### src/rtl/identify_issue_ctrl_if.sv
// Bundles the fetch, Identify and branch-unit signals of identify_issue_ctrl.
//   master : environment side (drives i_*, observes o_*)
//   slave  : controller side (observes i_*, drives o_*)
// Fetch    : i_fetch_valid, i_fetch_word[0:31], o_fetch_ready, i_flush
// Identify : o_id_en, o_id_instr[0:63], o_id_prefixed, i_id_ready, i_bu_en
// Branch   : i_br_resolved, o_wait_branch
// Status   : o_err_prefix
interface identify_issue_ctrl_if;
   logic        i_fetch_valid;
   logic [0:31] i_fetch_word;
   logic        o_fetch_ready;
   logic        i_flush;
   logic        o_id_en;
   logic [0:63] o_id_instr;
   logic        o_id_prefixed;
   logic        i_id_ready;
   logic        i_bu_en;
   logic        i_br_resolved;
   logic        o_wait_branch;
   logic        o_err_prefix;

   modport master (
      output i_fetch_valid, i_fetch_word, i_flush, i_id_ready, i_bu_en, i_br_resolved,
      input  o_fetch_ready, o_id_en, o_id_instr, o_id_prefixed, o_wait_branch, o_err_prefix
   );

   modport slave (
      input  i_fetch_valid, i_fetch_word, i_flush, i_id_ready, i_bu_en, i_br_resolved,
      output o_fetch_ready, o_id_en, o_id_instr, o_id_prefixed, o_wait_branch, o_err_prefix
   );
endinterface

### src/rtl/identify_issue_ctrl.sv
// Issue sequencer in front of the Identify stage. Fetch words are buffered in
// a DEPTH-entry FIFO; a prefix word (opcode 000001) is merged with its suffix
// into a single 64-bit issue. One instruction at a time is presented with a
// registered valid/ready handshake, and issue stalls after any branch until
// the branch unit signals resolution.
// Ports:
//   i_clk  - clock, rising edge
//   i_rst  - asynchronous reset, active low
//   bus    - identify_issue_ctrl_if.slave (fetch, Identify, branch, status)
//
// state   | meaning
// RUN     | instructions are loaded into the output stage as they complete
// WAIT_BR | a branch was handed to Identify; no loads until i_br_resolved
module identify_issue_ctrl #(
   parameter int DEPTH = 4
) (
   input logic                  i_clk,
   input logic                  i_rst,
   identify_issue_ctrl_if.slave bus
);
   localparam int AW = $clog2(DEPTH);
   localparam int CW = AW + 1;
   localparam logic [CW-1:0] FULL = CW'(DEPTH);

   typedef enum logic {RUN, WAIT_BR} state_t;

   state_t        state_q, state_d;
   logic [0:31]   mem_q [DEPTH];
   logic [AW-1:0] wr_ptr_q, wr_ptr_d;
   logic [AW-1:0] rd_ptr_q, rd_ptr_d;
   logic [CW-1:0] count_q, count_d;
   logic          id_en_q, id_en_d;
   logic [0:63]   id_instr_q, id_instr_d;
   logic          id_prefixed_q, id_prefixed_d;
   logic          err_prefix_q, err_prefix_d;

   logic [0:31]   head, next_w;
   logic          head_pfx, next_pfx;
   logic          fetch_ready, push, transfer, enter_wait, can_load;
   logic          load_one, load_two, drop_head;
   logic [1:0]    pop_n;

   assign head     = mem_q[rd_ptr_q];
   assign next_w   = mem_q[rd_ptr_q + AW'(1)];
   assign head_pfx = (head[0:5] == 6'b000001);
   assign next_pfx = (next_w[0:5] == 6'b000001);

   // Held low in reset so fetch never sees a ready FIFO it cannot write.
   assign fetch_ready = i_rst & (count_q != FULL);
   assign push        = bus.i_fetch_valid & fetch_ready & ~bus.i_flush;
   assign transfer    = id_en_q & bus.i_id_ready;

   always_comb begin
      state_d       = state_q;
      wr_ptr_d      = wr_ptr_q;
      rd_ptr_d      = rd_ptr_q;
      count_d       = count_q;
      id_en_d       = id_en_q;
      id_instr_d    = id_instr_q;
      id_prefixed_d = id_prefixed_q;
      err_prefix_d  = 1'b0;

      // The edge that hands a branch to Identify must not load the next
      // instruction behind it.
      enter_wait = (state_q == RUN) & transfer & bus.i_bu_en;
      can_load   = (state_q == RUN) & (~id_en_q | transfer) & ~enter_wait;
      load_one   = can_load & (count_q != '0) & ~head_pfx;
      load_two   = can_load & (count_q >= CW'(2)) & head_pfx & ~next_pfx;
      // Two prefixes in a row: discard the first, retry with the second.
      drop_head  = can_load & (count_q >= CW'(2)) & head_pfx & next_pfx;

      if (load_two)
         pop_n = 2'd2;
      else if (load_one | drop_head)
         pop_n = 2'd1;
      else
         pop_n = 2'd0;

      if (bus.i_flush) begin
         state_d  = RUN;
         wr_ptr_d = '0;
         rd_ptr_d = '0;
         count_d  = '0;
         id_en_d  = 1'b0;
      end else begin
         wr_ptr_d     = wr_ptr_q + AW'(push);
         rd_ptr_d     = rd_ptr_q + AW'(pop_n);
         count_d      = count_q + CW'(push) - CW'(pop_n);
         err_prefix_d = drop_head;

         if (load_one) begin
            id_en_d       = 1'b1;
            id_instr_d    = {head, 32'h0};
            id_prefixed_d = 1'b0;
         end else if (load_two) begin
            id_en_d       = 1'b1;
            id_instr_d    = {head, next_w};
            id_prefixed_d = 1'b1;
         end else if (transfer) begin
            id_en_d = 1'b0;
         end

         if (enter_wait)
            state_d = WAIT_BR;
         else if ((state_q == WAIT_BR) & bus.i_br_resolved)
            state_d = RUN;
      end
   end

   always_ff @(posedge i_clk or negedge i_rst) begin
      if (!i_rst) begin
         state_q       <= RUN;
         wr_ptr_q      <= '0;
         rd_ptr_q      <= '0;
         count_q       <= '0;
         id_en_q       <= 1'b0;
         id_instr_q    <= '0;
         id_prefixed_q <= 1'b0;
         err_prefix_q  <= 1'b0;
      end else begin
         state_q       <= state_d;
         wr_ptr_q      <= wr_ptr_d;
         rd_ptr_q      <= rd_ptr_d;
         count_q       <= count_d;
         id_en_q       <= id_en_d;
         id_instr_q    <= id_instr_d;
         id_prefixed_q <= id_prefixed_d;
         err_prefix_q  <= err_prefix_d;
      end
   end

   // Storage needs no reset: count_q gates every read.
   always_ff @(posedge i_clk) begin
      if (push)
         mem_q[wr_ptr_q] <= bus.i_fetch_word;
   end

   assign bus.o_fetch_ready = fetch_ready;
   assign bus.o_id_en       = id_en_q;
   assign bus.o_id_instr    = id_instr_q;
   assign bus.o_id_prefixed = id_prefixed_q;
   assign bus.o_wait_branch = (state_q == WAIT_BR);
   assign bus.o_err_prefix  = err_prefix_q;
endmodule
### src/flat_wrapper.sv
// flat-port wrapper written by rule: the top's interface ports become plain ports
module identify_issue_ctrl_flat 
#(
   parameter int DEPTH = 4
)
  (i_clk, i_rst, bus_i_fetch_valid, bus_i_fetch_word, bus_i_flush, bus_i_id_ready, bus_i_bu_en, bus_i_br_resolved, bus_o_fetch_ready, bus_o_id_en, bus_o_id_instr, bus_o_id_prefixed, bus_o_wait_branch, bus_o_err_prefix);
  identify_issue_ctrl_if bus_i ();
  input logic i_clk;
  input logic i_rst;
  input wire logic [$bits(bus_i.i_fetch_valid)-1:0] bus_i_fetch_valid;
  input wire logic [$bits(bus_i.i_fetch_word)-1:0] bus_i_fetch_word;
  input wire logic [$bits(bus_i.i_flush)-1:0] bus_i_flush;
  input wire logic [$bits(bus_i.i_id_ready)-1:0] bus_i_id_ready;
  input wire logic [$bits(bus_i.i_bu_en)-1:0] bus_i_bu_en;
  input wire logic [$bits(bus_i.i_br_resolved)-1:0] bus_i_br_resolved;
  output wire logic [$bits(bus_i.o_fetch_ready)-1:0] bus_o_fetch_ready;
  output wire logic [$bits(bus_i.o_id_en)-1:0] bus_o_id_en;
  output wire logic [$bits(bus_i.o_id_instr)-1:0] bus_o_id_instr;
  output wire logic [$bits(bus_i.o_id_prefixed)-1:0] bus_o_id_prefixed;
  output wire logic [$bits(bus_i.o_wait_branch)-1:0] bus_o_wait_branch;
  output wire logic [$bits(bus_i.o_err_prefix)-1:0] bus_o_err_prefix;
  assign bus_i.i_fetch_valid = bus_i_fetch_valid;
  assign bus_i.i_fetch_word = bus_i_fetch_word;
  assign bus_i.i_flush = bus_i_flush;
  assign bus_i.i_id_ready = bus_i_id_ready;
  assign bus_i.i_bu_en = bus_i_bu_en;
  assign bus_i.i_br_resolved = bus_i_br_resolved;
  assign bus_o_fetch_ready = bus_i.o_fetch_ready;
  assign bus_o_id_en = bus_i.o_id_en;
  assign bus_o_id_instr = bus_i.o_id_instr;
  assign bus_o_id_prefixed = bus_i.o_id_prefixed;
  assign bus_o_wait_branch = bus_i.o_wait_branch;
  assign bus_o_err_prefix = bus_i.o_err_prefix;
  identify_issue_ctrl #(.DEPTH(DEPTH)) u_core (.i_clk(i_clk), .i_rst(i_rst), .bus(bus_i));
endmodule
### config.mk
export PLATFORM = sky130hd
export DESIGN_NAME = identify_issue_ctrl_flat
export DESIGN_NICKNAME = d
export VERILOG_FILES = /design/src/rtl/identify_issue_ctrl_if.sv /design/src/rtl/identify_issue_ctrl.sv /design/src/flat_wrapper.sv
export SDC_FILE = /design/constraint.sdc
export NUM_CORES = 1
export LEC_CHECK = 0
export CORE_MARGIN = 2
export CORE_UTILIZATION = 45
export CTS_CLUSTER_DIAMETER = 50
export DETAILED_ROUTE_END_ITERATION = 8
export PLACE_DENSITY_LB_ADDON = 0.15
export SLEW_MARGIN = 25
export SYNTH_ARGS = -nofsm -noshare
export SYNTH_HDL_FRONTEND = slang
export SYNTH_SLANG_ARGS = --single-unit
### constraint.sdc
create_clock -name i_clk -period 4.11 [get_ports i_clk]
set_input_delay 0.6165 -clock i_clk [delete_from_list [all_inputs] [get_ports i_clk]]
set_output_delay 0.6165 -clock i_clk [all_outputs]
set_load 0.005 [all_outputs]
==> results.md, run 1 <==
* Status: finished clean
* Pre-antenna DRT Iters at 4
* Most frequent cells after synthesis: edfxtp_1 (128), dfrtp_1 (75), mux4_2 (64)
* H-tree depth at 1
* Period utilization at 0.894
* Antenna cells at 0
* Post-CTS Resized at 0
* Peak VDD IR at 389 µV
* Crit path arrival time at 4.05 ns
* R2r startpoint: u_core.rd_ptr_q[1]
* Critical path peak fanout at 14
* Core Area at 18500 µm²
* Netlist cell types at 36
* Post-route ant nets at 0
* CTS tree: yes
* Wirelength per Cell at 22.1 µm
* M3 GR Usage at 0.0357
* Leading area contributor after synthesis: edfxtp_1
* PD cells at 601 nW/µm²
* Clk slew on worst S/H paths at 0.06 ns
* Die area at 19900 µm²
* Largest family of logic cells by synthesized area: multiplexers
* Layout cells sized above 1 at 0.286
* Top FF cell, synth: edfxtp_1
* Seq/Total Area, Yosys at 0.678
* Num CTS Buffers at 23
* Post-Syn Area at 8430 µm²
* Worst-Margin Slew at 0.840 ns
* DR iter-0 viols at 212
* Crit path from: u_core.rd_ptr_q[1]
* Delay-heaviest family, CP: simple AND/OR/NAND/NOR gates
* Synth Area in XOR/XNOR at 0.00519
* Max Buffers Root-to-Sink at 3
* Final count of hold timing violations at 0
* Slowest-stage cell, CP: mux4_2
* Syn Inst Count at 411
* PortBufs at 107
* Met1 Use GR at 0.244
* Setup Buffers After CTS at 0
* Global route overflow at 0
* Die Wd at 141 µm
* CP Buf/Inv Count at 3
* Setup Viol. Count Final at 0
* HP Class: flop to flop
* Via Count at 4417
* Clock Latency Late Sink at 0.49 ns
* Placed Instances at 744
* EDFF count, synth at 128
* Final estimated routing congestion in global placement at 0.743
* Synth Net Count at 456
* Relative slew slack at 0.440
* Final hold slack at 0.503 ns
* Post-synthesis mux area share at 0.224
* Critical Path Max Stage Delay at 0.55 ns
* Most frequent cell after synthesis: edfxtp_1
* Setup crit start kind: flop
* Io pins at 108
* Largest net degree at the start of global routing at 61
* Cell Rows at 50
* Max-cap viol count at 0
* Synthesized flop and latch total at 203
* Starting Density at 0.455
* Fin Setup TNS at 0 ns
* CP Capture Type: flop
* Clock sinks at 203
* # DRC at 0
* Top-area cell type share of the netlist area at 0.456
* Post-synthesis compound-gate area fraction at 0.0420
* Adder-cell share of the synthesized area at 0.00979
* Cts hold-fix bufs at 1
* Clock skew at 0.0105 ns
* Hold Startpoint: u_core.bus.o_id_instr[54]
* Area growth syn-to-layout at 25.8%
* Unrepaired setup endpoints after global routing: false
* Synth area leaders: edfxtp_1 (46%), dfrtp_1 (22%), mux4_2 (17%)
* Filler cells at 1407
* First-pass GRT wire length at 27.0 mm
* Critical path, cell by cell: buf_4, mux4_2, nor4_1, nand3b_1, nand3b_1, o21ai_0, ha_1, inv_1, ha_1, inv_1, fa_1, xor2_1, xnor2_1, nor2_1
* Fin cells at 786
* Clock Root Buffer: clkbuf_16
* Max Slew Vio Count at 0
* YS warnings at 0
* Post-layout min period at 3.68 ns
* Met2 Usage GRT at 0.295
* Critical path type: flop to flop
* Worst EP required at 4.48 ns
* Post-DP HPWL at 11.2 mm
* GRT Overall Usage at 0.178
* GRT busiest layer: met2
* FFs w/ async S/R, synth at 0.369
* Vias in the first global route at 4728
* Lkg Pwr at 3.88 nW
* Syn_area_per_cell at 20.5 µm²
* Final WL at 17.4 mm
* Final net count at 581
* Simple-gate area share of the yosys netlist at 0.0221
* Highest Clock Rate at 272 MHz
* DIE HEIGHT at 141 µm
* Initial antenna violation count at 0
* Vias per cell at 5.62
power by group:
part           switching (mW)  leakage, nW  internal, mW  total, mW
Sequential              0.189         2.12          2.41       2.60
Clock                   0.777        0.359          1.17       1.95
Combinational           0.688         1.39          1.14       1.83
Total                    1.65         3.88          4.72       6.38
final timing paths:
check                                             to  slack, ns  cells after the start
min reg2reg                u_core.bus.o_id_instr[54]       0.50                      1
max                                u_core.count_q[2]       0.43                     14
min in group asynchronous  u_core.bus.o_id_instr[30]       0.53                      2
max reg2reg                        u_core.count_q[2]       0.43                     14
min                        u_core.bus.o_id_instr[54]       0.50                      1
max in group asynchronous         u_core.rd_ptr_q[1]       2.41                      3
stage by stage:
stage / util / cell area, µm² / total power [mW] / setup WS (ns)
after global placement: 0.533 / 9870 / 4.46 / 0.511
after global routing: 0.573 / 10600 / 6.71 / 0.143
after floorplan: - / 8430 / 3.80 / 0.0875
final: 0.573 / 10600 / 6.38 / 0.435
after CTS: 0.573 / 10600 / 6.47 / 0.421
after detailed placement: 0.533 / 9870 / 4.50 / 0.433
sequential cells by signal, indices dropped and copies added, names as in the netlist:
signal / flops
u_core.count_q: 3
u_core.mem_q: 128
u_core.bus.o_wait_branch: 1
u_core.bus.o_err_prefix: 1
u_core.bus.o_id_en: 1
u_core.rd_ptr_q: 2
u_core.wr_ptr_q: 2
u_core.bus.o_id_prefixed: 1
u_core.bus.o_id_instr: 64
final cells by class:
| cell class | instances | area (µm²) | share of cell area |
|---|---|---|---|
| clock inverters | 10 | 87.6 | 0.00825 |
| flip-flops and latches | 203 | 5730 | 0.540 |
| repair buffers | 125 | 1260 | 0.118 |
| inverters | 5 | 18.8 | 0.00177 |
| multi-input cells | 178 | 2580 | 0.243 |
| well taps | 234 | 293 | 0.0276 |
| clock buffers | 31 | 646 | 0.0608 |
kinds of logic (layout without fill, tap and decap cells):
family	after synthesis	after routing
AO/OA/AOI/OAI	42	42
XOR/XNOR	5	5
adder cells (fa/ha/maj)	6	6
buffers and inverters	30	171
flip-flops	203	203
multiplexers	95	95
AND/OR/NAND/NOR	30	30
metal layers:
layer,vias up,part of all wire
li1,1930,-
met4,0,0.018
met1,2339,0.44
met5,-,0
met3,30,0.050
met2,118,0.50
cells in the final DEF (no fill, tap or decap), drive strengths merged, types with 2 or more instances in the layout:
cell type,count
a22o,34
and3,2
and3b,2
buf,18
clkbuf,31
clkdlybuf4s50,106
clkinv,5
dfrtp,75
edfxtp,128
ha,5
inv,8
mux2,31
mux4,64
nand3b,2
nor2,12
nor2b,4
nor3,2
o21ai,2
o31ai,2
xnor2,4
Note: power is estimated with default switching activity, not from simulation.
==> run 2, diff against run 1 <==
--- a/config.mk
+++ b/config.mk
@@ -5,6 +5,7 @@
 export SDC_FILE = /design/constraint.sdc
 export NUM_CORES = 1
 export LEC_CHECK = 0
+export CAP_MARGIN = 20
 export CORE_MARGIN = 2
 export CORE_UTILIZATION = 45
 export CTS_CLUSTER_DIAMETER = 50
==> results of run 2 <==
No change in the layout: final DEF, timing and power equal those of run 1.
==> run 3, diff against run 2 <==
--- a/config.mk
+++ b/config.mk
@@ -6,8 +6,8 @@
 export NUM_CORES = 1
 export LEC_CHECK = 0
 export CAP_MARGIN = 20
-export CORE_MARGIN = 2
 export CORE_UTILIZATION = 45
+export CTS_BUF_LIST = sky130_fd_sc_hd__clkbuf_4
 export CTS_CLUSTER_DIAMETER = 50
 export DETAILED_ROUTE_END_ITERATION = 8
 export PLACE_DENSITY_LB_ADDON = 0.15
==> run 3 against run 2 <==
Against the previous run:
- the flow now finishes with violations (design-rule violations)
- design area is 0.62% lower
- global-route usage grew 1.1 points
- count of clock-buffer cells in the layout increased by 54
- non-clock buffer count is 2 lower
- via count increased by 4.4%
- core utilization grew 0.80 points
- critical endpoint unchanged
- worst setup slack improved by 0.018 ns
- power decreased by 2.8%
- first-iteration DRC count rose by 12%
- register-to-register slack better by 0.02 ns
==> results.md, run 3 (synthesis results as in run 1) <==
* Fin cells at 830
* Final instance area at 10500 µm²
* Filler cells at 1388
* Setup Buffers After CTS at 0
* Worst EP required at 4.62 ns
* Core Area at 18100 µm²
* Area growth syn-to-layout at 25.0%
* DIE HEIGHT at 139 µm
* Num CTS Buffers at 51
* Die area at 19300 µm²
* Global route overflow at 0
* Final WL at 17.5 mm
* HP Class: primary input to async pin
* Delay-heaviest family, CP: adder cells
* PD cells at 588 nW/µm²
* Status: finished, violations left
* Pre-antenna DRT Iters at 7
* Sw frac at 0.265
* DR iter-0 viols at 238
* Wirelength per Cell at 21.0 µm
* Pre-CTS setup slack at 0.444 ns
* Max-cap viol count at 0
* Cell Rows at 49
* Post-DP HPWL at 10.8 mm
* Post-layout min period at 3.66 ns
* Post-CTS Resized at 0
* Setup Viol. Count Final at 0
* Slowest-stage cell, CP: dfrtp_2
* Crit path arrival time at 4.17 ns
* Placed cell areas at 9850 µm²
* First-pass GRT wire length at 27.8 mm
* Commonest non-fill, non-tap cell in the layout: edfxtp_1
* Critical path type: flop to flop
* CP Buf/Inv Count at 3
* Clock group share of total power at 0.282
* Max Slew Vio Count at 0
* Clock skew at 0.0352 ns
* Layout cells sized above 1 at 0.350
* Final net count at 607
* Vias in the first global route at 4966
* Max Buffers Root-to-Sink at 3
* Starting Density at 0.465
* Critical path peak fanout at 36
* Failing checks: design-rule violations
* Post-route ant nets at 0
* Max FFs per register at 128
* CP Capture Type: flop
* Initial antenna violation count at 1
* Final core occ at 0.581
* Clock Root Buffer: clkbuf_4
* Final hold slack at 0.156 ns
* Most flops, register: u_core.mem_q
* Peak VDD IR at 255 µV
* Final count of hold timing violations at 0
* Lkg Pwr at 3.93 nW
* Final WS setup at 0.453 ns
* Unrepaired setup endpoints after global routing: false
* Critical Path Max Stage Delay at 0.60 ns
* Io pins at 108
* Setup slack, reg-to-reg at 0.45 ns
* Total power draw at 6.20 mW
* Clock Latency Late Sink at 0.63 ns
* Cts hold-fix bufs at 0
* Most frequent cells in the layout: edfxtp_1 (128), clkdlybuf4s50_1 (106), clkbuf_4 (85)
* Placed Instances at 738
* Via Count at 4611
* P_int at 4.55 mW
* Setup crit start kind: flop
* Die Wd at 139 µm
* Highest Clock Rate at 273 MHz
* CTS tree: yes
* GRT Overall Usage at 0.189
* Vias per cell at 5.56
* Fin Setup TNS at 0 ns
* # DRC at 7
* Largest net degree at the start of global routing at 76
* Final estimated routing congestion in global placement at 0.733
* Period utilization at 0.890
* Clock sinks at 203
* PortBufs at 107
* Psw at 1.64 mW
* Combinational power share at 0.300
* Worst-Margin Slew at 0.735 ns
* Seq pwr share at 0.418
* H-tree depth at 2
* Critical path, cell by cell: buf_12, mux4_2, nor4_1, nand3b_1, nand3b_1, o21ai_0, ha_1, inv_1, ha_1, inv_1, fa_1, xor2_1, xnor2_1, nor2_1
* Clk slew on worst S/H paths at 0.07 ns
* Relative slew slack at 0.510
run 3: cell types whose count changed in the layout (fill, tap and decap cells not counted), moves of 2 or more:
cell / previous run / this run
clkbuf_4: 0 / 85
clkbuf_8: 4 / 0
inv_6: 2 / 0
buf_4: 14 / 12
clkbuf_16: 23 / 0
clkbuf_1: 4 / 0
clkinv_2: 2 / 0
run 3: cell type report:
cell class                 instances  area (µm²)  share of cell area
antenna                            1        2.50            0.000237
clock buffer                      85         638              0.0605
clock inverter                     6        48.8             0.00463
inverter                           5        18.8             0.00178
multi-input combinational        178        2580               0.245
sequential                       203        5730               0.543
tap                              229         287              0.0272
timing repair buffer             123        1240               0.118
run 3: final timing paths:
check / depth (start not counted) / start / endpoint
setup / recovery: 14 / u_core.rd_ptr_q[0] / u_core.count_q[2]
hold / removal: 2 / i_rst / u_core.bus.o_id_instr[40]
setup reg to reg: 14 / u_core.rd_ptr_q[0] / u_core.count_q[2]
hold reg to reg: 1 / u_core.bus.o_id_instr[39] / u_core.bus.o_id_instr[39]
max in group asynchronous: 2 / i_rst / u_core.rd_ptr_q[1]
min in group i_clk: 1 / u_core.bus.o_id_instr[39] / u_core.bus.o_id_instr[39]
run 3: power by group through the flow:
stage | Combinational [mW] | Clock, mW | Sequential, mW
floorplan | 1.23 | 0 | 2.58
CTS | 1.90 | 1.81 | 2.59
detailed placement | 1.89 | 0 | 2.63
finish | 1.86 | 1.75 | 2.59
global placement | 1.87 | 0 | 2.61
global route | 2.00 | 1.91 | 2.62
run 3: routing by layer:
layer,part of all wire,GRT usage,vias to the layer above,wire length (µm)
li1,-,-,2027,-
met1,0.43,0.253,2388,7510
met2,0.49,0.304,169,8580
met3,0.061,0.0470,27,1070
met4,0.016,0.0620,0,283
met5,0,0,-,0
